$ cat src/rtl/complex_window_sum.sv
// rtl/complex_window_sum.sv - sliding-window sum of the last 2**WINDOW_LOG2 complex product samples
//
// Purpose:
//   Keeps a running I/Q sum over the most recent N = 2**WINDOW_LOG2 accepted samples.
//   Each accepted sample is added, and the sample it displaces from the window is
//   subtracted. The result is full precision, so it matches an exact reference sum.
//
// Ports:
//   clock          rising-edge clock
//   reset          asynchronous active-low reset
//   enable         1 = accept strobes and act on clear; 0 = hold all state
//   clear          synchronous window flush; can coincide with an accept
//   sample_i/q     signed product components
//   input_strobe   sample valid
//   sum_i/q        signed windowed sums, OUT_WIDTH = IN_WIDTH + WINDOW_LOG2
//   output_strobe  one-cycle pulse marking an updated sum
//   window_full    set once N samples are accumulated since reset/clear
module complex_window_sum #(
    parameter int IN_WIDTH    = 32,
    parameter int WINDOW_LOG2 = 4,
    localparam int OUT_WIDTH  = IN_WIDTH + WINDOW_LOG2
) (
    input  logic                        clock,
    input  logic                        reset,
    input  logic                        enable,
    input  logic                        clear,
    input  logic signed [IN_WIDTH-1:0]  sample_i,
    input  logic signed [IN_WIDTH-1:0]  sample_q,
    input  logic                        input_strobe,
    output logic signed [OUT_WIDTH-1:0] sum_i,
    output logic signed [OUT_WIDTH-1:0] sum_q,
    output logic                        output_strobe,
    output logic                        window_full
);

    localparam int N = 2 ** WINDOW_LOG2;
    localparam logic [WINDOW_LOG2:0] FULL_CNT = (WINDOW_LOG2 + 1)'(N);
    localparam logic [WINDOW_LOG2:0] ONE_CNT  = (WINDOW_LOG2 + 1)'(1);

    logic [WINDOW_LOG2-1:0]      wptr;
    logic [WINDOW_LOG2:0]        count;
    logic signed [IN_WIDTH-1:0]  mem_i [N];
    logic signed [IN_WIDTH-1:0]  mem_q [N];

    logic                        accept;
    logic [WINDOW_LOG2-1:0]      waddr;
    logic [WINDOW_LOG2:0]        count_next;
    logic signed [OUT_WIDTH-1:0] ext_i;
    logic signed [OUT_WIDTH-1:0] ext_q;
    logic signed [OUT_WIDTH-1:0] old_i;
    logic signed [OUT_WIDTH-1:0] old_q;

    always_comb begin
        accept     = enable & input_strobe;
        // A clear restarts the window, so the coincident sample lands in slot 0.
        waddr      = clear ? '0 : wptr;
        count_next = (count == FULL_CNT) ? FULL_CNT : count + 1'b1;
        ext_i      = {{WINDOW_LOG2{sample_i[IN_WIDTH-1]}}, sample_i};
        ext_q      = {{WINDOW_LOG2{sample_q[IN_WIDTH-1]}}, sample_q};
        old_i      = '0;
        old_q      = '0;
        // The slot about to be overwritten holds the oldest sample only once the
        // window is full; before that it was never written and must not be read.
        if (count == FULL_CNT) begin
            old_i = {{WINDOW_LOG2{mem_i[wptr][IN_WIDTH-1]}}, mem_i[wptr]};
            old_q = {{WINDOW_LOG2{mem_q[wptr][IN_WIDTH-1]}}, mem_q[wptr]};
        end
    end

    // Sample storage carries no reset; the fill count guards every read.
    always_ff @(posedge clock) begin
        if (accept) begin
            mem_i[waddr] <= sample_i;
            mem_q[waddr] <= sample_q;
        end
    end

    always_ff @(posedge clock or negedge reset) begin
        if (!reset) begin
            sum_i         <= '0;
            sum_q         <= '0;
            output_strobe <= 1'b0;
            window_full   <= 1'b0;
            wptr          <= '0;
            count         <= '0;
        end else begin
            output_strobe <= accept;
            if (enable && clear) begin
                if (accept) begin
                    sum_i       <= ext_i;
                    sum_q       <= ext_q;
                    count       <= ONE_CNT;
                    wptr        <= WINDOW_LOG2'(1);
                    window_full <= (FULL_CNT == ONE_CNT);
                end else begin
                    sum_i       <= '0;
                    sum_q       <= '0;
                    count       <= '0;
                    wptr        <= '0;
                    window_full <= 1'b0;
                end
            end else if (accept) begin
                sum_i       <= sum_i + ext_i - old_i;
                sum_q       <= sum_q + ext_q - old_q;
                count       <= count_next;
                wptr        <= wptr + 1'b1;
                window_full <= (count_next == FULL_CNT);
            end
        end
    end

endmodule

$ cat config.mk
export PLATFORM = sky130hd
export DESIGN_NAME = complex_window_sum
export DESIGN_NICKNAME = d
export VERILOG_FILES = /design/src/rtl/complex_window_sum.sv
export SDC_FILE = /design/constraint.sdc
export NUM_CORES = 2
export LEC_CHECK = 0
export BUFFER_PORTS_ARGS = -buffer_cell sky130_fd_sc_hd__buf_2
export CELL_PAD_IN_SITES_DETAIL_PLACEMENT = 1
export CELL_PAD_IN_SITES_GLOBAL_PLACEMENT = 1
export CORE_MARGIN = 3
export CORE_UTILIZATION = 35
export CTS_BUF_LIST = sky130_fd_sc_hd__clkbuf_8
export DETAILED_ROUTE_END_ITERATION = 7
export PLACE_DENSITY_LB_ADDON = 0.1
export SETUP_SLACK_MARGIN = 0.2
export SLEW_MARGIN = 5
export SYNTH_ARGS = -nofsm -noshare
export SYNTH_HDL_FRONTEND = slang
export SYNTH_SLANG_ARGS = --single-unit
export TNS_END_PERCENT = 10
$ cat constraint.sdc
create_clock -name clock -period 7.71 [get_ports clock]
set_input_delay 0.3855 -clock clock [delete_from_list [all_inputs] [get_ports clock]]
set_output_delay 0.3855 -clock clock [all_outputs]
set_load 0.03 [all_outputs]
**Word-level counts from Yosys, hierarchy flattened**

Memory sizes are Yosys's and may differ from the RTL's.
Index checks and enable logic that the tools add are counted.
W data, S select, Z words.

- Bits in registers: 83
- Latch bits: 0
- Bits in writable memories: 1024
- ROM bits: 0
- Bits of input ports: 69
- Output and inout port bits: 74
- Word-level logic and storage cells: 39
- Memories: 2

Memories:

| name | depth | bits a word | rd ports | clocked after memory_dff | wr ports | RTL line | text |
|---|---|---|---|---|---|---|---|
| mem_i | 16 | 32 | 1 | 0 | 1 | 42 | `logic signed [IN_WIDTH-1:0] mem_i [N];` |
| mem_q | 16 | 32 | 1 | 0 | 1 | 43 | `logic signed [IN_WIDTH-1:0] mem_q [N];` |

- Add/sub/neg operators: 6
- Multiply operators: 0
- Divide/modulo/power cells: 0
- $lt $le $gt $ge: 0
- Equality and inequality tests: 2
- Shifts and indexed selects: 0
- Multiplexer cells: 20
- Bitwise gates (word level): 1
- Reductions and logical operators: 2

Operators by type and width:

| operator | count |
|---|---|
| $mux W36 | 8 |
| $add A36 B32 Y36 | 2 |
| $sub A36 B36 Y36 | 2 |
| $mux W5 | 3 |
| $mux W4 | 3 |
| $eq A5 B5 Y1 const B | 2 |
| $mux W1 | 6 |
| $add A5 B1 Y5 const B | 1 |
| $add A4 B1 Y4 const B | 1 |
| $reduce_bool A2 Y1 | 1 |
| $and A1 B1 Y1 | 1 |
| $logic_and A1 B1 Y1 | 1 |

**Longest topological paths before layout**

- Depth after elaboration: 5
- Depth in mapped cells: 21
- Gate-level depth less buffers: 19

**Least setup slack after synthesis**

Ideal clock, no wire load.

- Path type: register -> register
- Start: reg wptr[2]
- End: mem mem_i[6][0], enable pin
- Setup time: 0.644 ns
- Data arrival time: 7.580 ns
- Data required time: 7.066 ns
- Slack: -0.514 ns
- Cell stages (with the launch flop): 6
- Buffers on the path: 3
- Cells stage by stage: dfrtp_1 -> clkbuf_1 -> clkbuf_1 -> clkbuf_1 -> nand3b_1 -> nor4_1

- Cells in the longest elaborated chain, start to end: 1

RTL lines:

| item | RTL line | text |
|---|---|---|
| start, declared | 40 | `logic [WINDOW_LOG2-1:0] wptr;` |
| start signal, assigned | 106 | `wptr <= wptr + 1'b1;` |
| $mux W4 | 56 | `waddr = clear ? '0 : wptr;` |
| end, declared | 42 |  |

Every way passes these cells.

**Final worst setup path**

- Start: reg wptr[0]
- End: reg sum_i[33]

- Cells in the longest elaborated chain, start to end: 5

RTL lines:

| item | RTL line | text |
|---|---|---|
| $mem_v2 Z16 W32 | -- |  |
| $mux W36 | 64 | `if (count == FULL_CNT) begin` |
| $sub A36 B36 Y36 | 103 | `sum_i <= sum_i + ext_i - old_i;` |
| $mux W36 | 102 | `end else if (accept) begin` |
| $mux W36 | 88 | `if (enable && clear) begin` |
| end signal, assigned | 90 | `sum_i <= ext_i;` |
| end signal, assigned | 103 |  |
| end, declared | 30 | `output logic signed [OUT_WIDTH-1:0] sum_i,` |

Every way passes these cells. The select of a mux whose other input is x is not followed.
A chain may end at the register's enable or synchronous reset.

==> results by group <==
Outcome
  • Outcome: finished, final reports clean

Drt
  • Final wirelength: 141000 um
  • Final ANT Viol Nets: 0
  • DRC: 0
  • Vias/cell: 5.29
  • WL per Instance: 28.4 um
  • Drt pass-1 iters: 5
  • Initial drt markers: 2030
  • Vias after detailed routing: 26162

CTS
  • Max H-tree Level: 4
  • CTS clk-pin slew, worst paths: 0.06 ns
  • Resize count post-CTS: 0
  • Clock buffer depth: 3
  • Root buffer cell: clkbuf_8
  • CTS Buf Count: 191
  • Clk sink count: 1107
  • Worst-Skew Late Latency: 0.87 ns
  • CTS tree: done

Synthesis
  • Main synth FF type: edfxtp_1
  • Register area share after synthesis: 68.3%
  • Area share of the largest cell type after synthesis: 64.0%
  • Yosys cell types: 67
  • Synthesis Warnings: 0
  • Mean area per synthesized cell: 18.1 um2
  • Number of enable flip-flop cells after synthesis: 1024
  • Mapped Cells: 2651
  • Syn_nets: 2867
  • Synth area leader: edfxtp_1
  • Post-synthesis cell area: 48100 um2
  • Async set-reset flop share out of synthesis: 7.50%
  • Synth Register Bits: 1107
  • Ranking of synthesized cells by area: edfxtp_1 (64%), mux4_2 (15%), dfrtp_1 (4.3%)

Floorplanning
  • Core Area: 136000 um2
  • Row count: 135
  • I/O pins: 143
  • Die X-Extent: 377 um
  • Starting Density: 35.4%
  • Die area: 142000 um2
  • Die height: 377 um

STA
  • Final-report hold violation count: 0
  • Clock Skews: 0.0369 ns
  • Fmax: 157 MHz
  • Tmin final: 6.36 ns
  • Hold_ws: 0.164 ns
  • Slew HR: 24.7%
  • Tightest Pin Transition: 1.13 ns
  • Setup_tns: 0 ns
  • Worst setup margin: 1.35 ns
  • Final setup viols: 0
  • Period Utilization, post-route: 82.5%
  • RSZ-0062 raised after global routing: false
  • Max Slew Vio Count: 0

Place
  • Pre-CTS setup slack: 1.36 ns
  • Port Buf Inserts: 142
  • GPL Wtd Cong: 0.765
  • Post-DP HPWL: 80300 um
  • Dpl cell area: 51300 um2

Final layout
  • Most frequent cells in the layout: edfxtp_1 (1024), inv_1 (342), mux4_2 (318)
  • Nets: 3218
  • Finished Cell Area: 55500 um2
  • Area Growth Syn to Fin: 15.5%
  • Share of cells above drive strength 1: 25.5%
  • Commonest non-fill, non-tap cell in the layout: edfxtp_1

Setup path
  • CP arrival: 7.15 ns
  • Required @ worst endpoint: 8.49 ns
  • Crit path launch: wptr[0]
  • Crit-path max FO: 42
  • Critical path type: reg2reg
  • Crit-path max cell delay: 1.06 ns
  • Worst path cell trace: buf_4, mux4_2, mux4_2, and2_1, fa_1, inv_1, ha_1, nand2_1, nor2_1, o21ai_0, a2111oi_0, o21ai_0, o21ai_0, a21oi_1, o21ai_0, o21ai_0, a21oi_1
  • Slowest cell on crit path: dfrtp_4
  • RR Startpoint: wptr[0]
  • CP startpoint kind: register
  • Most frequent CP cell: o21ai_0
  • Crit end category: register

Power
  • Sequential Power Share: 43.2%
  • Power Internal: 0.0110 W
  • Net Sw Power: 0.00518 W
  • Static leakage power: 19.3 nW
  • Clock share of power: 30.9%
  • Combinational share of power: 26.0%
  • Switching power share of the total: 32.0%
  • Maximum vdd drop: 0.160 mV
  • PD cells: 291 nW/um2

Global routing
  • Initial antenna violation count: 8
  • Vias in the first global route: 29114
  • Largest net degree at the start of global routing: 69
  • Total track usage: 20.2%
  • Global-route wire length before repair: 206000 um
  • GRT overflow: 0

Worst hold path
  • Hold WC Path Type: in2async

Job
  • Max-capacitance violation count: 0
[layout make-up]
cell class	instances	area, um2
Fill cell	13219	80400
Antenna cell	6	15.0
Clock buffer	199	2740
Sequential cell	1107	32800
Inverter	275	1030
Clock inverter	154	795
Multi-Input combinational cell	1153	13900
Tap cell	1781	2230
Timing Repair Buffer	274	1970
[metrics by stage]
stage	utilization, %	total power [W]	instances
6_report	40.8	0.0162	4949
4_1_cts	40.8	0.0164	4943
2_1_floorplan	-	0.0100	2651
5_1_grt	40.8	0.0171	4944
3_5_place_dp	37.7	0.0113	4521
3_3_place_gp	37.7	0.0113	4521
[cells by family after synthesis]
group / share of synthesized area (%)
DFF: 68.3
buffers and inverters: 3.09
AOI/OAI and AO/OA: 4.60
muxes: 15.2
and+or+nand+nor: 2.65
adders and majority gates: 4.92
xor gates and xnor gates: 1.31
[synth_stat cells, types with 62 or more instances]
cell      instances
ha_1             77
and2_1           65
fa_1             70
o21ai_0          69
nor2_1           62
clkbuf_1         84
mux4_2          318
inv_1           274
edfxtp_1       1024
a21oi_1         120
dfrtp_1          83
nand2_1          64
[flip-flops by register name, indices dropped and copies added, names as in the netlist]
name,cells
mem_i,512
mem_q,512
sum_i,36
sum_q,36
count,5
wptr,4
output_strobe,1
window_full,1
[worst max-delay path: cells and delay by family, from the launching register on]
| family | cells | cell delay (ns) |
|---|---|---|
| multiplexers | 2 | 1.08 |
| AO/OA/AOI/OAI | 8 | 2.03 |
| flip-flops | 1 | 1.06 |
| AND/OR/NAND/NOR | 3 | 0.41 |
| buffers and inverters | 2 | 0.73 |
| adder cells (fa/ha/maj) | 2 | 0.87 |
[what timing repair did]
item,CTS,global route
buffers inserted,0,0
endpoints found under the hold margin,1124,0
hold buffers,69,0
[power by group through the flow]
stage | sequential, W | combinational [W] | clock, W
after floorplan | 0.00725 | 0.00278 | 0
after CTS | 0.00700 | 0.00425 | 0.00518
after global routing | 0.00701 | 0.00469 | 0.00544
final | 0.00699 | 0.00421 | 0.00499
after global placement | 0.00711 | 0.00416 | 0
after detailed placement | 0.00712 | 0.00419 | 0
[worst paths after layout]
kind                                 end  slack, ns  depth (start not counted)
setup / recovery               sum_i[33]       1.35                         17
hold / removal                 sum_q[11]       0.16                          2
setup reg to reg               sum_i[33]       1.35                         17
hold reg to reg                 sum_q[4]       0.56                          2
max in group asynchronous        wptr[1]       6.12                          3
min in group clock         mem_i[12][15]       0.46                          2
[layer usage]
metal	share of wire [%]	vias to the layer above	GRT usage (%)
li1	-	11110	-
met4	1.9	0	5.27
met1	44	14248	27.3
met2	50	613	34.0
met5	0	-	0
met3	4.0	191	3.12
(Power assumes the default switching activity.)
